File: src/rtl/switch_mcu_alu_sched.sv
// ALU unit sequencer: one-hot unit enable, shared cycle count and register-file port mux.
// Optional one-hot select checking: define SWITCH_MCU_ALU_SCHED_ONEHOT_CHK_EN.
module switch_mcu_alu_sched #(
  parameter int NUM_OP     = 8,
  parameter int LAST_CYCLE = 4
) (
  input  logic                  in_clk,
  input  logic                  in_rst,
  input  logic                  in_start,
  input  logic [NUM_OP-1:0]     in_op_sel,
  input  logic                  in_flush,
  output logic                  out_ready,
  output logic                  out_busy,
  output logic                  out_done,
  output logic [NUM_OP-1:0]     out_en,
  output logic [3:0]            out_cycle_cnt,
  input  logic [NUM_OP-1:0]     in_ren_vec,
  input  logic [NUM_OP*5-1:0]   in_raddr_vec,
  input  logic [NUM_OP-1:0]     in_wen_vec,
  input  logic [NUM_OP*5-1:0]   in_waddr_vec,
  input  logic [NUM_OP*32-1:0]  in_wdata_vec,
  output logic                  out_rf_ren,
  output logic [4:0]            out_rf_raddr,
  output logic                  out_rf_wen,
  output logic [4:0]            out_rf_waddr,
  output logic [31:0]           out_rf_wdata,
  output logic                  out_err
);

  typedef enum logic [1:0] {
    IDLE = 2'd0,
    RUN  = 2'd1,
    WB   = 2'd2
  } state_t;

  localparam logic [3:0] LAST_CNT = 4'(LAST_CYCLE);

  state_t             state_q;
  logic [NUM_OP-1:0]  op_q;
  logic [NUM_OP-1:0]  en_q;
  logic [3:0]         cnt_q;
  logic               done_q;
  logic               sel_ok;

`ifdef SWITCH_MCU_ALU_SCHED_ONEHOT_CHK_EN
  logic err_q;
  assign sel_ok  = $onehot(in_op_sel);
  assign out_err = err_q;
`else
  assign sel_ok  = (in_op_sel != '0);
  assign out_err = 1'b0;
`endif

  // Sequencer: accept in IDLE, count through RUN, one WB cycle, back to IDLE.
  always_ff @(posedge in_clk) begin
    if (!in_rst) begin
      state_q <= IDLE;
      op_q    <= '0;
      en_q    <= '0;
      cnt_q   <= 4'd0;
      done_q  <= 1'b0;
`ifdef SWITCH_MCU_ALU_SCHED_ONEHOT_CHK_EN
      err_q   <= 1'b0;
`endif
    end else begin
      done_q <= 1'b0;
`ifdef SWITCH_MCU_ALU_SCHED_ONEHOT_CHK_EN
      err_q  <= 1'b0;
`endif
      case (state_q)
        IDLE: begin
          if (in_start && !in_flush) begin
            if (sel_ok) begin
              op_q    <= in_op_sel;
              en_q    <= in_op_sel;
              cnt_q   <= 4'd1;
              state_q <= RUN;
            end else begin
`ifdef SWITCH_MCU_ALU_SCHED_ONEHOT_CHK_EN
              err_q   <= 1'b1;
`endif
            end
          end
        end
        RUN: begin
          if (in_flush) begin
            state_q <= IDLE;
            op_q    <= '0;
            en_q    <= '0;
            cnt_q   <= 4'd0;
          end else if (cnt_q == LAST_CNT) begin
            state_q <= WB;
            en_q    <= '0;
            cnt_q   <= 4'd0;
            done_q  <= 1'b1;
          end else begin
            cnt_q   <= cnt_q + 4'd1;
          end
        end
        WB: begin
          state_q <= IDLE;
          op_q    <= '0;
          en_q    <= '0;
          cnt_q   <= 4'd0;
        end
        default: begin
          state_q <= IDLE;
          op_q    <= '0;
          en_q    <= '0;
          cnt_q   <= 4'd0;
        end
      endcase
    end
  end

  logic        ren_c;
  logic [4:0]  raddr_c;
  logic        wen_c;
  logic [4:0]  waddr_c;
  logic [31:0] wdata_c;

  // AND-OR port mux; op_q is zero outside RUN/WB so idle ports read as zero.
  always_comb begin
    ren_c   = 1'b0;
    raddr_c = 5'd0;
    wen_c   = 1'b0;
    waddr_c = 5'd0;
    wdata_c = 32'd0;
    for (int k = 0; k < NUM_OP; k++) begin
      ren_c   = ren_c   | (op_q[k] & in_ren_vec[k]);
      raddr_c = raddr_c | (op_q[k] ? in_raddr_vec[5*k +: 5]  : 5'd0);
      wen_c   = wen_c   | (op_q[k] & in_wen_vec[k]);
      waddr_c = waddr_c | (op_q[k] ? in_waddr_vec[5*k +: 5]  : 5'd0);
      wdata_c = wdata_c | (op_q[k] ? in_wdata_vec[32*k +: 32] : 32'd0);
    end
  end

  assign out_ready     = !in_rst || (state_q == IDLE);
  assign out_busy      = in_rst && (state_q != IDLE);
  assign out_done      = done_q && !in_flush;
  assign out_en        = en_q;
  assign out_cycle_cnt = cnt_q;

  // Writes to x0 are dropped, and a flush in WB kills the pending write.
  assign out_rf_ren   = in_rst && ren_c;
  assign out_rf_raddr = in_rst ? raddr_c : 5'd0;
  assign out_rf_wen   = in_rst && wen_c && (waddr_c != 5'd0) && !in_flush;
  assign out_rf_waddr = in_rst ? waddr_c : 5'd0;
  assign out_rf_wdata = in_rst ? wdata_c : 32'd0;

endmodule

File: config.mk
export PLATFORM = sky130hd
export DESIGN_NAME = switch_mcu_alu_sched
export DESIGN_NICKNAME = d
export VERILOG_FILES = /design/src/rtl/switch_mcu_alu_sched.sv
export SDC_FILE = /design/constraint.sdc
export NUM_CORES = 1
export LEC_CHECK = 0
export ABC_CLOCK_PERIOD_IN_PS = 1800
export CORE_AREA = 2 2 165 167
export DETAILED_ROUTE_END_ITERATION = 7
export DIE_AREA = 0 0 167 169
export HOLD_SLACK_MARGIN = 0.12
export PLACE_DENSITY = 0.54
export SLEW_MARGIN = 5
export SYNTH_ARGS = -nofsm -noshare
export SYNTH_HDL_FRONTEND = slang
export SYNTH_SLANG_ARGS = --single-unit
File: constraint.sdc
create_clock -name in_clk -period 1.8 [get_ports in_clk]
set_clock_uncertainty 0.15 [all_clocks]
set_input_delay 0.27 -clock in_clk [delete_from_list [all_inputs] [get_ports in_clk]]
set_output_delay 0.27 -clock in_clk [all_outputs]
set_load 0.02 [all_outputs]
---- Word-level counts from Yosys, hierarchy flattened ----
Index checks and enable logic that the tools add are counted.
operators by class
  add/subtract/negate cells ............... 1
  equality and inequality tests ........... 6
  muxes and demuxes ....................... 45
  bitwise logic cells ..................... 53
  reduce and logical (&&, ||, !) cells .... 18
operators by type and width
  operator               count
  $mux W32               9
  $or A32 B32 Y32        7
  $mux W5                18
  $or A5 B5 Y5           14
  $mux W8                5
  $pmux W8 S2            2
  $and A1 B1 Y1          16
  $mux W4                4
  $or A1 B1 Y1           14
  $mux W2                4
  $pmux W4 S2            1
  $reduce_bool A8 Y1     1
  $logic_and A1 B1 Y1    7
  $ne A2 B2 Y1 const B   3
  $reduce_and A3 Y1      2
  $reduce_bool A5 Y1     1
  $add A4 B1 Y4 const B  1
  $eq A4 B3 Y1 const B   1
  $pmux W2 S2            1
  $ne A3 B3 Y1 const B   1
  $reduce_or A3 Y1       1
  $eq A2 B1 Y1 const B   1
  $logic_not A1 Y1       2
  $logic_not A2 Y1       1
  5 further kinds        6
storage, ports and cells
  flip-flop bits (word level) ............. 23
  input port bits ......................... 364
  output and inout port bits .............. 60
  word-level logic and storage cells ...... 128

---- Logic depth before layout (Yosys ltp) ----
  depth in word-level cells ............... 11
  mapped depth ............................ 6
  depth with buffers taken out ............ 6

---- Least setup slack after synthesis ----
OpenSTA, ideal clock, no wires.
  path type ............................... register to output
  start ................................... reg op_q[0]
  end ..................................... out out_rf_wen
  data arrival time ....................... 1830 ps
  required time ........................... 1380 ps
  path slack .............................. -450 ps
  stages on the path, launching flop included .. 5
  path buffers ............................ 1
  path through ............................ dfxtp_1 buf_2 a22oi_1 and4_1 a2111oi_0
on the way
  longest elaborated chain between the ends .. 11
  elaborated cells on any way between the ends .. 20
  classes of those cells .................. 1 x mux; 15 x bitwise; 4 x reduce/logical
ends and longest elaborated chain
  element                                                    RTL line  source
  start: declaration                                         39        logic [NUM_OP-1:0] op_q;
  start signal: assignment                                   74        op_q <= in_op_sel;
  $mux W5 or $and A1 B1 Y1 (tied branches)                   133, 132
  $or A5 B5 Y5 or $or A1 B1 Y1 (tied branches) (7 in a row)  133, 132
  $reduce_bool A5 Y1 or $logic_and A1 B1 Y1 (tied branches)  147       assign out_rf_wen = in_rst && wen_c && (waddr_c != 5'd0) && !in_flush;
  $logic_and A1 B1 Y1 (*) (2 in a row)                       147
  end: declaration                                           24        output logic out_rf_wen,
Mark *: on every way between the ends. The rest lies on a longest branch, timed or not.

---- Worst setup path after layout ----
  start ................................... reg op_q[5]
  end ..................................... out out_rf_wen
on the way
  longest elaborated chain between the ends .. 7
  elaborated cells on any way between the ends .. 12
  classes of those cells .................. 1 x mux; 7 x bitwise; 4 x reduce/logical
ends and longest elaborated chain
  element                                                    RTL line
  $mux W5 or $and A1 B1 Y1 (tied branches)                   133, 132
  $or A5 B5 Y5 or $or A1 B1 Y1 (tied branches) (3 in a row)  133, 132
  $reduce_bool A5 Y1 or $logic_and A1 B1 Y1 (tied branches)  147
  $logic_and A1 B1 Y1 (*) (2 in a row)                       147
Marked as above.

==> flow_summary.yaml <==
global_route:
  grt_pass1_vias: 5801
  grt.total_usage: 0.167
  antenna_found_initial: 0
  grt_pass1_wl_mm: 35.8
  overflow: 0
  grt_max_degree: 25
cts:
  clkTransAtPathRegs_ns: 0.06
  numCtsBuffers: 3
  cts_tree: "yes"
  cts_root_buffer: "clkbuf_16"
  cts.path.max_buffers: 2
  clock_latency_ns: 0.26
  h-tree-depth: 1
  clock_sinks: 23
floorplan:
  start_util: 0.109
  die_w_um: 167
  io_pins: 424
  die_area_mm2: 0.0282
  die_height_um: 169
  rows: 60
  core-area_mm2: 0.0265
layout:
  layout.nets: 1215
  drive_above_1_share: 0.357
  diodes: 0
  areaGrowthSynthToFinish_pct: 225
sta:
  drv_slew: 0
  fin_crit_ns: 2.07
  fin_crit_sh: 1.15
  timing_hold_violations_final: 0
  rsz0062_at_grt: "yes"
  setup_ws_ns: -0.270
  fmax_mhz: 483
  finalSetupTns_ns: -5.67
  setup_viol: 44
synthesis:
  yosysSeqAreaShare: 0.159
  ys_ff_latch: 23
  ys_warn_count: 0
  syn_nets: 744
  ys_types: 40
  synthCells: 378
  mappedNetlistArea_mm2: 0.00290
  syn_avg_cell_area_um2: 7.67
drt:
  drtPass1Iterations: 5
  vias: 5648
  routed_wirelength_mm: 27.9
  post_drt_wl_per_cell_um: 23.5
  drtIter0Drc: 291
  vias_per_cell: 4.75
  ant_nets: 0
  drc: 0
placed_design:
  portBuffers: 422
  place_congestion: 0.825
  hpwl_mm: 19.8
  dp_slack_ns: -0.733
setup_path:
  path_class: "register to primary output"
  arrival_ns: 1.65
  start_kind: "register"
  worst_ep_required_time_ns: 1.38
  crit_path_max_fanout: 4
  cp-end-kind: "primary output"
outcome:
  failed_checks: "negative setup slack"
  status: "finished, violations left"
power:
  power.density_mw_per_mm2: 342
  leakage_nw: 3.10
  irDropWorstVdd_v: 0.000357
  finalPower_w: 0.00322
flow_run:
  maxCapViolCount: 0
worst_hold_path:
  hp-class: "register to register"
[worst max-delay path: stages, from the launching register on]
cell and delay (ns):
dfxtp_4 0.36, buf_6 0.14, a22oi_2 0.11, nand4_1 0.13, nor2_2 0.07, a2111oi_2 0.36, buf_2 0.23
[layer usage]
layer	global-route usage	vias to the layer above	wire length (um)
met4	0.0487	0	810
met5	0	-	0
met1	0.205	2738	11500
met3	0.0292	39	1690
li1	-	2569	-
met2	0.299	302	14000
[placed cells by master (no fill, tap or decap), types with 3 or more instances in the layout]
| cell | count |
|---|---|
| dfxtp_4 | 4 |
| buf_12 | 21 |
| buf_16 | 3 |
| buf_6 | 34 |
| inv_1 | 3 |
| a22oi_2 | 108 |
| clkdlybuf4s50_1 | 368 |
| clkbuf_16 | 11 |
| dlygate4sd2_1 | 5 |
| buf_2 | 4 |
| o21ai_0 | 5 |
| nand3_1 | 3 |
| dfxtp_2 | 4 |
| nand2_1 | 24 |
| nand4_1 | 5 |
| a41oi_2 | 28 |
| a41oi_1 | 10 |
| buf_4 | 65 |
| dlymetal6s2s_1 | 4 |
| dfxtp_1 | 15 |
| o21ai_1 | 10 |
| a22oi_1 | 68 |
| a21oi_1 | 3 |
| and2_4 | 3 |
[logic make-up (layout without fill, tap and decap cells)]
family | count (synthesis) | in the layout | synth area share
flops | 23 | 23 | 0.159
fa+ha+maj | 2 | 2 | 0.00863
buf+inv | 52 | 522 | 0.0789
other cells | 1 | 1 | 0.00129
simple gates | 57 | 57 | 0.114
compound gates | 243 | 243 | 0.638
[power breakdown]
part | switching, W | internal (W)
Clock | 0.000184 | 0.000299
Combinational | 0.000873 | 0.00131
Sequential | 0.0000237 | 0.000528
Total | 0.00108 | 0.00214
[sequential cells by signal, indices dropped and copies added, names as in the netlist]
signal / count
done_q: 1
op_q: 8
out_cycle_cnt: 4
out_en: 8
state_q: 2
[timing repair]
item / 4_1_cts / 5_1_grt
gates resized for setup: 370 / 105
hold buffers: 0 / 0
endpoints found under the setup margin: 47 / 62
buffers inserted: 24 / 10
gates cloned: 2 / 8
pin swaps: 28 / 50
[cells in the mapped netlist]
| library cell | n | area, um2 |
|---|---|---|
| inv_1 | 3 | 11.3 |
| nand2_1 | 26 | 97.6 |
| o21ai_1 | 10 | 50.1 |
| nand2b_1 | 2 | 12.5 |
| nor3b_4 | 1 | 18.8 |
| a32oi_1 | 1 | 8.76 |
| and2_1 | 5 | 31.3 |
| a41oi_1 | 38 | 333 |
| clkbuf_1 | 20 | 75.1 |
| nand2b_2 | 1 | 8.76 |
| and3b_1 | 1 | 8.76 |
| a21o_1 | 2 | 15.0 |
| ha_1 | 2 | 25.0 |
| a21oi_1 | 3 | 15.0 |
| a21boi_2 | 1 | 11.3 |
| nor2_1 | 3 | 11.3 |
| or2_1 | 1 | 6.26 |
| inv_2 | 1 | 3.75 |
| nor3_1 | 1 | 5.00 |
| buf_2 | 24 | 120 |
| nor3b_1 | 1 | 7.51 |
| nand4_1 | 5 | 31.3 |
| o221ai_1 | 1 | 8.76 |
| o21ai_0 | 6 | 30.0 |
| buf_4 | 1 | 7.51 |
| buf_1 | 3 | 11.3 |
| and4_1 | 1 | 8.76 |
| a22oi_1 | 176 | 1320 |
| a2111oi_4 | 1 | 27.5 |
| a211oi_1 | 1 | 7.51 |
| nor2b_1 | 1 | 6.26 |
| nand3_1 | 3 | 15.0 |
| a21oi_2 | 1 | 8.76 |
| a31oi_1 | 1 | 6.26 |
| a2111oi_0 | 1 | 8.76 |
| or3_1 | 1 | 6.26 |
| and3_1 | 2 | 12.5 |
| nor4_4 | 2 | 42.5 |
| conb_1 | 1 | 3.75 |
| dfxtp_1 | 23 | 460 |
[final cells by class]
cell class	instances	area, um2
Multi-Input combinational cell	303	3010
Timing Repair Buffer	514	5400
Clock buffer	3	75.1
Fill cell	2747	17100
Sequential cell	23	480
Clock inverter	1	5.00
Inverter	4	15.0
Tap cell	341	427
[final timing paths]
kind / cells past startpoint / endpoint / start / slack (ns)
worst min register to register: 2 / out_en[0]$_SDFFE_PN0P_ / out_en[0]$_SDFFE_PN0P_ / 0.31
worst max register to register: 6 / out_cycle_cnt[3]$_SDFFE_PN0P_ / out_cycle_cnt[0]$_SDFFE_PN0P_ / 0.16
worst min-delay path: 2 / out_en[0]$_SDFFE_PN0P_ / out_en[0]$_SDFFE_PN0P_ / 0.31
worst max-delay path: 6 / out_rf_wen / op_q[5]$_SDFFE_PN0P_ / -0.27
[through the flow]
step	instances	hold slack [ns]	area, um2	utilization
floorplan	378	0.245	2910	-
finish	1189	0.305	9410	0.355
CTS	1177	0.304	8700	0.328
global placement	1147	0.288	7950	0.300
global route	1189	0.317	9410	0.355
detailed placement	1147	0.294	7950	0.300
Note: power is estimated with default switching activity, not from simulation.
